**src/rtl/alu_pkg.sv**
```systemverilog
// Shared widths, opcodes and instruction layout for the issue/writeback stage and its ALU.
package alu_pkg;
    localparam int DATA_W     = 4;
    localparam int NREG       = 4;
    localparam int REG_AW     = 2;
    localparam int FIFO_DEPTH = 4;
    localparam int SEL_W      = 3;
    localparam int INSTR_W    = SEL_W + 3 * REG_AW;

    localparam logic [SEL_W-1:0] SEL_SUB = 3'd0;
    localparam logic [SEL_W-1:0] SEL_ADD = 3'd1;
    localparam logic [SEL_W-1:0] SEL_OR  = 3'd2;
    localparam logic [SEL_W-1:0] SEL_AND = 3'd3;
    localparam logic [SEL_W-1:0] SEL_SRA = 3'd4;
    localparam logic [SEL_W-1:0] SEL_ROL = 3'd5;
    localparam logic [SEL_W-1:0] SEL_LT  = 3'd6;
    localparam logic [SEL_W-1:0] SEL_EQ  = 3'd7;

    localparam int SEL_LSB = 6;
    localparam int RD_LSB  = 4;
    localparam int RS_LSB  = 2;
    localparam int RT_LSB  = 0;

    typedef struct packed {
        logic [SEL_W-1:0]  sel;
        logic [REG_AW-1:0] rd;
        logic [REG_AW-1:0] rs;
        logic [REG_AW-1:0] rt;
    } instr_t;

    function automatic instr_t decode(input logic [INSTR_W-1:0] raw);
        instr_t d;
        d.sel = raw[SEL_LSB +: SEL_W];
        d.rd  = raw[RD_LSB  +: REG_AW];
        d.rs  = raw[RS_LSB  +: REG_AW];
        d.rt  = raw[RT_LSB  +: REG_AW];
        return d;
    endfunction
endpackage

```
**src/rtl/issue_writeback_if.sv**
```systemverilog
// Instruction intake, ALU operand/result, writeback and debug-peek signals of issue_writeback.
interface issue_writeback_if;
    import alu_pkg::*;

    logic                  in_valid;
    logic                  in_ready;
    logic [INSTR_W-1:0]    in_instr;
    logic                  hold;
    logic [DATA_W-1:0]     ex_rs;
    logic [DATA_W-1:0]     ex_rt;
    logic [SEL_W-1:0]      ex_sel;
    logic [DATA_W-1:0]     ex_rd;
    logic                  wb_valid;
    logic [REG_AW-1:0]     wb_addr;
    logic [DATA_W-1:0]     wb_data;
    logic [REG_AW-1:0]     dbg_addr;
    logic [DATA_W-1:0]     dbg_data;

    modport slave (
        input  in_valid, in_instr, hold, ex_rd, dbg_addr,
        output in_ready, ex_rs, ex_rt, ex_sel, wb_valid, wb_addr, wb_data, dbg_data
    );

    modport master (
        output in_valid, in_instr, hold, ex_rd, dbg_addr,
        input  in_ready, ex_rs, ex_rt, ex_sel, wb_valid, wb_addr, wb_data, dbg_data
    );
endinterface

```
**src/rtl/issue_writeback_instr_fifo.sv**
```systemverilog
// Show-ahead synchronous FIFO: the head entry is visible on o_dout whenever not empty.
module instr_fifo #(
    parameter int WIDTH = 9,
    parameter int DEPTH = 4
) (
    input  logic             clk,
    input  logic             rst_n,
    input  logic             i_push,
    input  logic [WIDTH-1:0] i_din,
    input  logic             i_pop,
    output logic [WIDTH-1:0] o_dout,
    output logic             o_full,
    output logic             o_empty
);
    localparam int AW = $clog2(DEPTH);
    localparam int CW = $clog2(DEPTH + 1);

    logic [WIDTH-1:0] r_mem [DEPTH];
    logic [AW-1:0]    r_wr_ptr;
    logic [AW-1:0]    r_rd_ptr;
    logic [CW-1:0]    r_count;
    logic             w_push;
    logic             w_pop;

    assign o_full  = (r_count == CW'(DEPTH));
    assign o_empty = (r_count == '0);
    assign w_push  = i_push && !o_full;
    assign w_pop   = i_pop && !o_empty;
    assign o_dout  = r_mem[r_rd_ptr];

    genvar gi;
    generate
        for (gi = 0; gi < DEPTH; gi++) begin : g_mem
            always_ff @(posedge clk) begin
                if (!rst_n) begin
                    r_mem[gi] <= '0;
                end else if (w_push && r_wr_ptr == AW'(gi)) begin
                    r_mem[gi] <= i_din;
                end
            end
        end
    endgenerate

    // Pointers wrap naturally since DEPTH is a power of two.
    always_ff @(posedge clk) begin
        if (!rst_n) begin
            r_wr_ptr <= '0;
            r_rd_ptr <= '0;
            r_count  <= '0;
        end else begin
            if (w_push) r_wr_ptr <= r_wr_ptr + 1'b1;
            if (w_pop)  r_rd_ptr <= r_rd_ptr + 1'b1;
            case ({w_push, w_pop})
                2'b10:   r_count <= r_count + 1'b1;
                2'b01:   r_count <= r_count - 1'b1;
                default: r_count <= r_count;
            endcase
        end
    end
endmodule

```
**src/rtl/issue_writeback.sv**
```systemverilog
// Issue + writeback stage around a combinational ALU; define BYPASS_EN to forward ex_rd
// into dependent operands instead of inserting a one-cycle bubble.
module issue_writeback
    import alu_pkg::*;
(
    input  logic            clk,
    input  logic            rst_n,
    issue_writeback_if.slave bus
);
    logic [INSTR_W-1:0] w_head_raw;
    instr_t             w_head;
    logic               w_full;
    logic               w_empty;
    logic               w_push;
    logic               w_pop;
    logic               w_haz_rs;
    logic               w_haz_rt;
    logic               w_stall;
    logic [DATA_W-1:0]  w_opa;
    logic [DATA_W-1:0]  w_opb;

    logic [DATA_W-1:0]  r_regfile [NREG];
    logic               r_iss_valid;
    logic [REG_AW-1:0]  r_iss_rd;
    logic [DATA_W-1:0]  r_ex_rs;
    logic [DATA_W-1:0]  r_ex_rt;
    logic [SEL_W-1:0]   r_ex_sel;
    logic               r_wb_valid;
    logic [REG_AW-1:0]  r_wb_addr;
    logic [DATA_W-1:0]  r_wb_data;

    instr_fifo #(.WIDTH(INSTR_W), .DEPTH(FIFO_DEPTH)) u_fifo (
        .clk     (clk),
        .rst_n   (rst_n),
        .i_push  (w_push),
        .i_din   (bus.in_instr),
        .i_pop   (w_pop),
        .o_dout  (w_head_raw),
        .o_full  (w_full),
        .o_empty (w_empty)
    );

    assign w_head      = decode(w_head_raw);
    assign bus.in_ready = !w_full;
    assign w_push      = bus.in_valid && !w_full;

    // Hazard: the head reads the register the in-flight instruction writes this edge.
    assign w_haz_rs = r_iss_valid && (w_head.rs == r_iss_rd);
    assign w_haz_rt = r_iss_valid && (w_head.rt == r_iss_rd);

`ifdef BYPASS_EN
    assign w_stall = 1'b0;
    assign w_opa   = w_haz_rs ? bus.ex_rd : r_regfile[w_head.rs];
    assign w_opb   = w_haz_rt ? bus.ex_rd : r_regfile[w_head.rt];
`else
    assign w_stall = w_haz_rs || w_haz_rt;
    assign w_opa   = r_regfile[w_head.rs];
    assign w_opb   = r_regfile[w_head.rt];
`endif

    assign w_pop = !w_empty && !bus.hold && !w_stall;

    genvar gi;
    generate
        for (gi = 0; gi < NREG; gi++) begin : g_rf
            always_ff @(posedge clk) begin
                if (!rst_n) begin
                    r_regfile[gi] <= '0;
                end else if (r_iss_valid && r_iss_rd == REG_AW'(gi)) begin
                    r_regfile[gi] <= bus.ex_rd;
                end
            end
        end
    endgenerate

    always_ff @(posedge clk) begin
        if (!rst_n) begin
            r_iss_valid <= 1'b0;
            r_iss_rd    <= '0;
            r_ex_rs     <= '0;
            r_ex_rt     <= '0;
            r_ex_sel    <= '0;
            r_wb_valid  <= 1'b0;
            r_wb_addr   <= '0;
            r_wb_data   <= '0;
        end else begin
            r_iss_valid <= w_pop;
            if (w_pop) begin
                r_ex_rs  <= w_opa;
                r_ex_rt  <= w_opb;
                r_ex_sel <= w_head.sel;
                r_iss_rd <= w_head.rd;
            end
            r_wb_valid <= r_iss_valid;
            if (r_iss_valid) begin
                r_wb_addr <= r_iss_rd;
                r_wb_data <= bus.ex_rd;
            end
        end
    end

    assign bus.ex_rs    = r_ex_rs;
    assign bus.ex_rt    = r_ex_rt;
    assign bus.ex_sel   = r_ex_sel;
    assign bus.wb_valid = r_wb_valid;
    assign bus.wb_addr  = r_wb_addr;
    assign bus.wb_data  = r_wb_data;
    assign bus.dbg_data = r_regfile[bus.dbg_addr];
endmodule
```
**src/flat_wrapper.sv**
```systemverilog
// flat-port wrapper written by rule: the top's interface ports become plain ports
module issue_writeback_flat import alu_pkg::*;
  (clk, rst_n, bus_in_valid, bus_in_instr, bus_hold, bus_ex_rd, bus_dbg_addr, bus_in_ready, bus_ex_rs, bus_ex_rt, bus_ex_sel, bus_wb_valid, bus_wb_addr, bus_wb_data, bus_dbg_data);
  issue_writeback_if bus_i ();
  input  logic clk;
  input  logic rst_n;
  input wire logic [$bits(bus_i.in_valid)-1:0] bus_in_valid;
  input wire logic [$bits(bus_i.in_instr)-1:0] bus_in_instr;
  input wire logic [$bits(bus_i.hold)-1:0] bus_hold;
  input wire logic [$bits(bus_i.ex_rd)-1:0] bus_ex_rd;
  input wire logic [$bits(bus_i.dbg_addr)-1:0] bus_dbg_addr;
  output wire logic [$bits(bus_i.in_ready)-1:0] bus_in_ready;
  output wire logic [$bits(bus_i.ex_rs)-1:0] bus_ex_rs;
  output wire logic [$bits(bus_i.ex_rt)-1:0] bus_ex_rt;
  output wire logic [$bits(bus_i.ex_sel)-1:0] bus_ex_sel;
  output wire logic [$bits(bus_i.wb_valid)-1:0] bus_wb_valid;
  output wire logic [$bits(bus_i.wb_addr)-1:0] bus_wb_addr;
  output wire logic [$bits(bus_i.wb_data)-1:0] bus_wb_data;
  output wire logic [$bits(bus_i.dbg_data)-1:0] bus_dbg_data;
  assign bus_i.in_valid = bus_in_valid;
  assign bus_i.in_instr = bus_in_instr;
  assign bus_i.hold = bus_hold;
  assign bus_i.ex_rd = bus_ex_rd;
  assign bus_i.dbg_addr = bus_dbg_addr;
  assign bus_in_ready = bus_i.in_ready;
  assign bus_ex_rs = bus_i.ex_rs;
  assign bus_ex_rt = bus_i.ex_rt;
  assign bus_ex_sel = bus_i.ex_sel;
  assign bus_wb_valid = bus_i.wb_valid;
  assign bus_wb_addr = bus_i.wb_addr;
  assign bus_wb_data = bus_i.wb_data;
  assign bus_dbg_data = bus_i.dbg_data;
  issue_writeback u_core (.clk(clk), .rst_n(rst_n), .bus(bus_i));
endmodule
```
**config.mk**
```make
export PLATFORM = sky130hd
export DESIGN_NAME = issue_writeback_flat
export DESIGN_NICKNAME = d
export VERILOG_FILES = /design/src/rtl/alu_pkg.sv /design/src/rtl/issue_writeback_if.sv /design/src/rtl/issue_writeback_instr_fifo.sv /design/src/rtl/issue_writeback.sv /design/src/flat_wrapper.sv
export SDC_FILE = /design/constraint.sdc
export NUM_CORES = 1
export LEC_CHECK = 0
export ABC_CLOCK_PERIOD_IN_PS = 6000
export CAP_MARGIN = 25
export CORE_MARGIN = 5
export CORE_UTILIZATION = 55
export CTS_CLUSTER_DIAMETER = 60
export DETAILED_ROUTE_END_ITERATION = 10
export PLACE_DENSITY_LB_ADDON = 0.12
export SLEW_MARGIN = 30
export SYNTH_ARGS = -nofsm -noshare
export SYNTH_HDL_FRONTEND = slang
export SYNTH_SLANG_ARGS = --single-unit
```
**constraint.sdc**
```tcl
create_clock -name clk -period 6 [get_ports clk]
set_input_delay 0.9 -clock clk [delete_from_list [all_inputs] [get_ports clk]]
set_output_delay 0.9 -clock clk [all_outputs]
set_load 0.005 [all_outputs]
```
# Yosys cells after proc, flatten, opt, wreduce, memory -nomap -nowiden
# Memories as Yosys holds them, arrays and structs flattened. A register that Yosys moved wholly into a read port is not among the register bits.
# Cells that the tools add are included.
[op_classes]
n_eq_ne = 11
n_mux = 36
addsub = 4
n_bitwise = 8
n_reduce_logical = 26
[op_table]
columns = ["operator", "count"]
rows = [
  ["two-way mux 9 bit", 4],
  ["two-way mux 1 bit", 25],
  ["two-way mux 4 bit", 4],
  ["logical AND 1 bit", 15],
  ["== test 2 bit (second input constant)", 5],
  ["bitwise OR 1 bit", 8],
  ["== test 2 x 1 -> 1 bit (second input constant)", 3],
  ["zero test 1 bit", 6],
  ["case mux 3 bit (2 select lines)", 1],
  ["adder 2 x 1 -> 2 bit (second input constant)", 2],
  ["== test 2 bit", 2],
  ["zero test 2 bit", 2],
  ["two-way mux 2 bit", 2],
  ["adder 3 x 1 -> 3 bit (second input constant)", 1],
  ["== test 3 bit (second input constant)", 1],
  ["zero test 3 bit", 1],
  ["subtractor 3 x 1 -> 3 bit (second input constant)", 1],
  ["nonzero test 2 bit", 1],
  ["logical OR 1 bit", 1],
]
[word_totals]
register_bits = 20
ram_bits = 52
word_cells = 96
n_memories = 2
[mem_list]
columns = ["memory", "depth", "word_bits", "rd", "rd_ports_with_merged_regs", "wr", "line", "source"]
rows = [
  ["u_core.u_fifo.r_mem", 4, 9, 1, 1, 4, "issue_writeback_instr_fifo.sv:18", "logic [WIDTH-1:0] r_mem [DEPTH];"],
  ["u_core.r_regfile", 4, 4, 3, 2, 4, "issue_writeback.sv:22", "logic [DATA_W-1:0] r_regfile [NREG];"],
]

# Logic depth before layout (Yosys ltp)
# Gate-level depths: netlist (run 1).
[logic_depth]
word_depth = 9
mapped_depth = 12
depth_no_buf = 11

# Modules after synthesis
# Synthesis (run 1) repeated with hierarchy kept, for this count alone.
[hier_totals]
hier_cells = 301
hier_area_um2 = 3875.0
[by_module_without_submodules]
columns = ["mod", "n_inst", "seq_area_each_um2", "cells_each", "area_each_um2"]
rows = [
  ["instr_fifo", 1, 1261.2, 152, 2093.3],
  ["issue_writeback", 1, 900.9, 149, 1781.7],
]

# Least setup slack after synthesis (run 1)
# Ideal clock, no wire load.
[synth_timing]
path_type = "flip-flop to flip-flop"
from = "reg with a tool-made name"
to = "reg u_core.u_fifo.r_count[2]"
arrival_time_ps = 2807
required_time_ps = 5930
path_buffers = 1
period_less_slack_ps = 2877
path_stages_with_launch = 13
path_slack_ps = 3123
cell_sequence = "dfxtp_1 buf_6 mux4_2 xnor2_2 a22oi_2 o21ai_4 inv_2 ha_1 inv_1 fa_1 xor2_1 or3_1 a21oi_1"
[synth_lines]
columns = ["element", "line", "source"]
rows = [
  ["end signal: assignment", "issue_writeback_instr_fifo.sv:54", "2'b10: r_count <= r_count + 1'b1;"],
  ["end signal: assignment", "issue_writeback_instr_fifo.sv:55", "2'b01: r_count <= r_count - 1'b1;"],
  ["end signal: assignment", "issue_writeback_instr_fifo.sv:56", "default: r_count <= r_count;"],
  ["end: declaration", "issue_writeback_instr_fifo.sv:21", "logic [CW-1:0] r_count;"],
]

==> results of run 1 <==
-- worst max path at each step --
stage | end | slack, ps | depth (start not counted) | startpoint
after floorplan | u_core.u_fifo.r_count[2]$_SDFFE_PN0P_ | 3120 | 12 | register
final | u_core.u_fifo.r_count[2]$_SDFFE_PN0P_ | 2480 | 11 | register
after global placement | bus_dbg_data[2] | 2570 | 3 | bus_dbg_addr[0]
after CTS | u_core.u_fifo.r_count[2]$_SDFFE_PN0P_ | 2440 | 11 | register
after detailed placement | u_core.u_fifo.r_count[2]$_SDFFE_PN0P_ | 2460 | 11 | register
after global routing | u_core.u_fifo.r_count[2]$_SDFFE_PN0P_ | 2180 | 11 | register
-- worst min-delay path, cell delays in order, from the launching register on --
cell and delay [ps]:
dfxtp_1 310, nand2_1 50, mux2i_1 50
-- cell usage after synthesis --
cell / number / share of area (%)
and2_1: 55 / 8.9
edfxtp_1: 52 / 40
nand2_1: 35 / 3.4
dfxtp_1: 30 / 15
mux2i_1: 19 / 4.9
nor2_1: 17 / 1.6
mux4_2: 11 / 6.4
clkbuf_1: 10 / 0.97
inv_1: 10 / 0.97
mux4_1: 10 / 6.8
o21ai_0: 6 / 0.77
ha_1: 5 / 1.6
and3_1: 4 / 0.64
xnor2_1: 4 / 0.90
a21oi_1: 3 / 0.39
and2_0: 2 / 0.32
buf_6: 2 / 0.58
clkbuf_8: 2 / 0.71
mux2_2: 2 / 0.58
nand3_1: 2 / 0.26
xor2_1: 2 / 0.45
a22o_1: 1 / 0.23
a22oi_2: 1 / 0.32
buf_4: 1 / 0.19
fa_1: 1 / 0.52
inv_2: 1 / 0.097
nand2b_1: 1 / 0.16
nand4_1: 1 / 0.16
nor3_1: 1 / 0.13
nor4b_1: 1 / 0.23
o21ai_4: 1 / 0.42
o311ai_0: 1 / 0.23
or3_1: 1 / 0.16
xnor2_2: 1 / 0.42
-- flip-flops by register name (all words and copies together), names as in the netlist, named ones only --
name                    cells
u_core.bus.ex_rs            4
u_core.bus.ex_rt            4
u_core.bus.ex_sel           3
u_core.bus.wb_addr          2
u_core.bus.wb_data          4
u_core.bus.wb_valid         1
u_core.r_iss_rd             2
u_core.r_iss_valid          1
u_core.r_regfile           16
u_core.u_fifo.r_count       3
u_core.u_fifo.r_mem        36
u_core.u_fifo.r_rd_ptr      2
u_core.u_fifo.r_wr_ptr      2
-- placed cells by master (no fill, tap or decap), drive strengths merged, types with 3 or more instances in the layout --
master,instances
and2,57
edfxtp,52
clkdlybuf4s50,41
nand2,35
dfxtp,30
mux4,21
mux2i,19
nor2,17
inv,13
clkbuf,9
o21ai,7
ha,5
xnor2,5
and3,4
a21oi,3
-- final cells by class --
cell class,instances,area [um2]
clock buffers,9,124
clock inverters,7,76.3
fillers,535,2300
inverters,11,41.3
multi-input cells,188,1590
flip-flops and latches,82,2160
well taps,96,120
repair buffers,42,418
-- metal layers --
metal / GRT usage, % / vias to the layer above / part of all wire [%] / routed length (um)
li1: - / 1122 / - / -
met1: 25.0 / 1141 / 47 / 3260
met2: 26.8 / 59 / 47 / 3270
met3: 2.80 / 8 / 5.3 / 373
met4: 7.22 / 0 / 1.2 / 81
met5: 0 / - / 0 / 0
-- metrics by stage --
step / power [mW] / std cells
after floorplan: 1.07 / 296
after global placement: 1.18 / 419
after detailed placement: 1.19 / 419
after CTS: 1.59 / 435
after global routing: 1.66 / 435
final: 1.58 / 435
-- logic make-up after synthesis --
| group | synth area share, % |
|---|---|
| flip-flops | 55.7 |
| adder cells (fa/ha/maj) | 2.13 |
| AO/OA/AOI/OAI | 2.35 |
| multiplexers | 18.6 |
| XOR/XNOR | 1.77 |
| AND/OR/NAND/NOR | 15.9 |
| buffers and inverters | 3.51 |
-- power breakdown --
group / switching (mW) / leakage (nW) / internal [mW]
registers: 0.0583 / 0.787 / 0.682
clock network: 0.208 / 0.0962 / 0.195
logic: 0.202 / 0.844 / 0.233
==> flow_metrics.tcl, run 1 <==
set metrics [dict create \
    clk_pin_slew_ps 80 \
    fp.coreArea_um2 6830 \
    crit_family "compound AO/OA/AOI/OAI gates" \
    tns_ps 0 \
    critPathBufInv 2 \
    dp_slack_ps 2460 \
    start_util_pct 56.8 \
    globalplace.congestion 0.764 \
    worst_slack_ps 2480 \
    postCtsHoldBufs 0 \
    ys_seq_elements 82 \
    seq_area_frac_synth_pct 55.7 \
    clock_path_buffers 2 \
    grt_use_total_pct 17.5 \
    grt_setup_unrepaired "no" \
    syn_nets 321 \
    critPathCaptureType "register" \
    die_x_um 94.0 \
    synth_cell_type_count 34 \
    synth.cell_area_um2 3880 \
    path_cells "mux4_2 > xnor2_1 > a22oi_2 > o21ai_4 > inv_2 > ha_1 > inv_1 > fa_1 > xor2_1 > or3_1 > a21oi_1" \
    finalCritPeriodShare_pct 58.6 \
    clock_latency_ps 350 \
    die-area_um2 8840 \
    grt_pass1_wl_mm 11.8 \
    reg2regPathDepth 11 \
    port_buffers 41 \
    final_util_pct 66.3 \
    clock_sinks 82 \
    vias_per_cell 5.36 \
    post-route-min-period_ps 3520 \
    worst-path-max-fanout 14 \
    cts_setup_buffers 0 \
    drc 0 \
    drt_pass1_iterations 4 \
    grt_overflow 0 \
    placedInstanceArea_um2 4330 \
    hp-start "u_core.bus.ex_rs[2]$_SDFFE_PN0N_" \
    cp_slowest_cell "dfxtp_1" \
    routedWlPerCell_um 16.1 \
    worstSetupStartpointType "register" \
    finalNetCount 359 \
    ios 42 \
    area_delta_synth_final_pct 16.6 \
    grt_max_degree 45 \
    whs_ps 458 \
    num_vias 2330 \
    hold_depth 2 \
    slew_headroom_pct 59.1 \
    final-hold-violation-count 0 \
    cts_root_buf "clkbuf_8" \
    p_per_area_nw_per_um2 349 \
    synth_cells 296 \
    hp-class "reg2reg" \
    cts_buffers 9 \
    postCtsResizedCells 0 \
    dp_hpwl_mm 5.02 \
    arrival_ps 3800 \
    p_leak_nw 1.73 \
    setup_viol 0 \
    stdcell_area_um2 4530 \
    cts_tree "done" \
    max_cap_violations 0 \
    syn_avg_cell_area_um2 13.1 \
    rows 30 \
    drive_gt1_share_pct 10.0 \
    fp.dieH_um 94.0 \
    worstMarginPinSlew_ps 607 \
    antennaDiodeCount 0 \
    ant_nets 0 \
    htreeDepth 3 \
    min_to "u_core.bus.ex_rs[2]$_SDFFE_PN0N_" \
    status "complete, no violations" \
    grt_pass1_vias 2357 \
    final-max-slew-violation-count 0 \
    yosys_warnings 0 \
    peakVddDrop_uv 226 \
    r2r_slack_ps 2480 \
    critical_path_class "reg2reg" \
    required_ps 6280 \
    cpPeakStageDelay_ps 670 \
    rr_endpoint "u_core.u_fifo.r_count[2]$_SDFFE_PN0P_" \
    wl_mm 6.99 \
    drt_iter0_drc 139 \
    antenna_found_initial 0 \
    fin_skew_ps 10.1 \
    max_freq_ghz 0.284 \
]
Note: power is estimated with default switching activity, not from simulation.
==> run 2: changes to the inputs <==
--- a/config.mk
+++ b/config.mk
@@ -5,7 +5,7 @@
 export SDC_FILE = /design/constraint.sdc
 export NUM_CORES = 1
 export LEC_CHECK = 0
-export ABC_CLOCK_PERIOD_IN_PS = 6000
+export ABC_CLOCK_PERIOD_IN_PS = 3400
 export CAP_MARGIN = 25
 export CORE_MARGIN = 5
 export CORE_UTILIZATION = 55
==> constraint.sdc (replaced) <==
create_clock -name clk -period 3.4 [get_ports clk]
set_input_delay 0.51 -clock clk [delete_from_list [all_inputs] [get_ports clk]]
set_output_delay 0.51 -clock clk [all_outputs]
set_load 0.005 [all_outputs]
==> run 2 against run 1 <==
  * Sequential power increased by 74%
  * Utilization grew 0.49 points
  * Combinational power rose by 87%
  * Cell area up 0.75%
  * Global-route usage up 0.76 points
==> flow_metrics.tcl, run 2 (synthesis gave the netlist of run 1 again) <==
set metrics [dict create \
    rows 30 \
    clk_pin_slew_ps 90 \
    max_cap_violations 0 \
    dp_slack_ps 333 \
    drt_pass1_iterations 4 \
    die-area_um2 8840 \
    area_delta_synth_final_pct 17.4 \
    critical_path_class "reg2reg" \
    peakVddDrop_uv 339 \
    postCtsResizedCells 0 \
    whs_ps 465 \
    finalCritPeriodShare_pct 90.2 \
    drive_gt1_share_pct 9.94 \
    htreeDepth 3 \
    slew_headroom_pct 59.1 \
    tns_ps 0 \
    status "complete, no violations" \
    wl_mm 7.58 \
    critPathCaptureType "register" \
    final_cells 438 \
    grt_setup_unrepaired "no" \
    finalNetCount 362 \
    routedWlPerCell_um 17.3 \
    cts_root_buf "clkbuf_8" \
    required_ps 3670 \
    ios 42 \
    setup_viol 0 \
    globalplace.congestion 0.785 \
    hp-class "reg2reg" \
    post-place-cells 422 \
    postCtsHoldBufs 0 \
    final-max-slew-violation-count 0 \
    antennaDiodeCount 0 \
    worstSetupStartpointType "register" \
    grt_max_degree 29 \
    antenna_found_initial 0 \
    cts_buffers 9 \
    post-route-min-period_ps 3070 \
    fp.coreArea_um2 6830 \
    drt_iter0_drc 156 \
    fin_skew_ps 14.1 \
    dp_hpwl_mm 5.42 \
    start_util_pct 56.8 \
    die_x_um 94.0 \
    max_freq_ghz 0.326 \
    worstMarginPinSlew_ps 607 \
    multi_input_area_um2 1590 \
    reg_top3 "u_core.u_fifo.r_mem (36), u_core.r_regfile (16)" \
    worst_slack_ps 332 \
    grt_overflow 0 \
    num_vias 2384 \
    clock_path_buffers 2 \
    p_leak_nw 1.75 \
    fp.dieH_um 94.0 \
    n_fill_cell 544 \
    worst-path-max-fanout 5 \
    largest_reg_flops 36 \
    vias_per_cell 5.44 \
    final-hold-violation-count 0 \
    ff_latch_area_um2 2160 \
    cts_setup_buffers 0 \
    arrival_ps 3340 \
    port_buffers 41 \
    cts_tree "done" \
    ant_nets 0 \
    mostFrequentLayoutCells "55 x and2_1, 52 x edfxtp_1, 41 x clkdlybuf4s50_1" \
    p_per_area_nw_per_um2 628 \
    final_common_cell "and2_1" \
    clock_latency_ps 350 \
    grt_pass1_vias 2383 \
    grt_pass1_wl_mm 12.1 \
    grt_use_total_pct 18.3 \
    drc 0 \
    p_total_mw 2.87 \
    largest-register "u_core.u_fifo.r_mem" \
    clock_sinks 82 \
]
[run 2: changes by cell type in the layout (fill, tap and decap cells not counted)]
cell,delta
inv_6,-2
buf_4,+3
bufinv_16,+1
clkbuf_1,+2
clkinvlp_4,-1
clkinv_1,+1
clkinv_2,-1
[run 2: per-layer routing]
layer | part of all wire, % | global-route usage (%)
met3 | 7.6 | 4.33
met4 | 1.2 | 5.78
met2 | 48 | 29.8
met1 | 43 | 24.3
met5 | 0 | 0
[run 2: worst paths after layout]
check                                    from                                    end  slack (ps)  cells after the start
max                                  register  u_core.u_fifo.r_count[2]$_SDFFE_PN0P_         330                     12
min          u_core.bus.ex_rs[2]$_SDFFE_PN0N_       u_core.bus.ex_rs[2]$_SDFFE_PN0N_         460                      2
max reg2reg                          register  u_core.u_fifo.r_count[2]$_SDFFE_PN0P_         330                     12
min reg2reg  u_core.bus.ex_rs[2]$_SDFFE_PN0N_       u_core.bus.ex_rs[2]$_SDFFE_PN0N_         460                      2
[run 2: stage by stage]
step | cell area, um2 | util, %
after floorplan | 3880 | -
after global placement | 4350 | 63.7
after detailed placement | 4350 | 63.7
after CTS | 4560 | 66.8
after global routing | 4560 | 66.8
final | 4560 | 66.8
[run 2: critical path: stages, from the launching register on]
cell     delay, ps
dfxtp_1        340
buf_4          160
mux4_2         620
xnor2_2        180
a22oi_2        270
o21ai_4         70
inv_2          110
ha_1           190
inv_1           60
fa_1           380
xor2_1         160
or3_1          310
a21oi_1        130
[run 2: where the power goes]
part           total (mW)  switching (mW)  internal, mW
sequential           1.29          0.0893          1.20
combinational       0.812           0.382         0.430
clock               0.760           0.347         0.414
total                2.87           0.818          2.05
[run 2: area by class of cell]
cell class | instances | area share [%]
multi-input combinational | 188 | 34.8
clock buffer | 11 | 2.88
timing repair buffer | 45 | 9.66
inverter | 11 | 0.905
sequential | 82 | 47.4
tap | 96 | 2.63
clock inverter | 5 | 1.76
==> run 3: changes to the inputs <==
--- a/config.mk
+++ b/config.mk
@@ -6,7 +6,7 @@
 export NUM_CORES = 1
 export LEC_CHECK = 0
 export ABC_CLOCK_PERIOD_IN_PS = 3400
-export CAP_MARGIN = 25
+export CAP_MARGIN = 10
 export CORE_MARGIN = 5
 export CORE_UTILIZATION = 55
 export CTS_CLUSTER_DIAMETER = 60
@@ -16,3 +16,4 @@
 export SYNTH_ARGS = -nofsm -noshare
 export SYNTH_HDL_FRONTEND = slang
 export SYNTH_SLANG_ARGS = --single-unit
+export TNS_END_PERCENT = 10
==> results of run 3 <==
No change in the layout: final DEF, timing and power equal those of run 2.
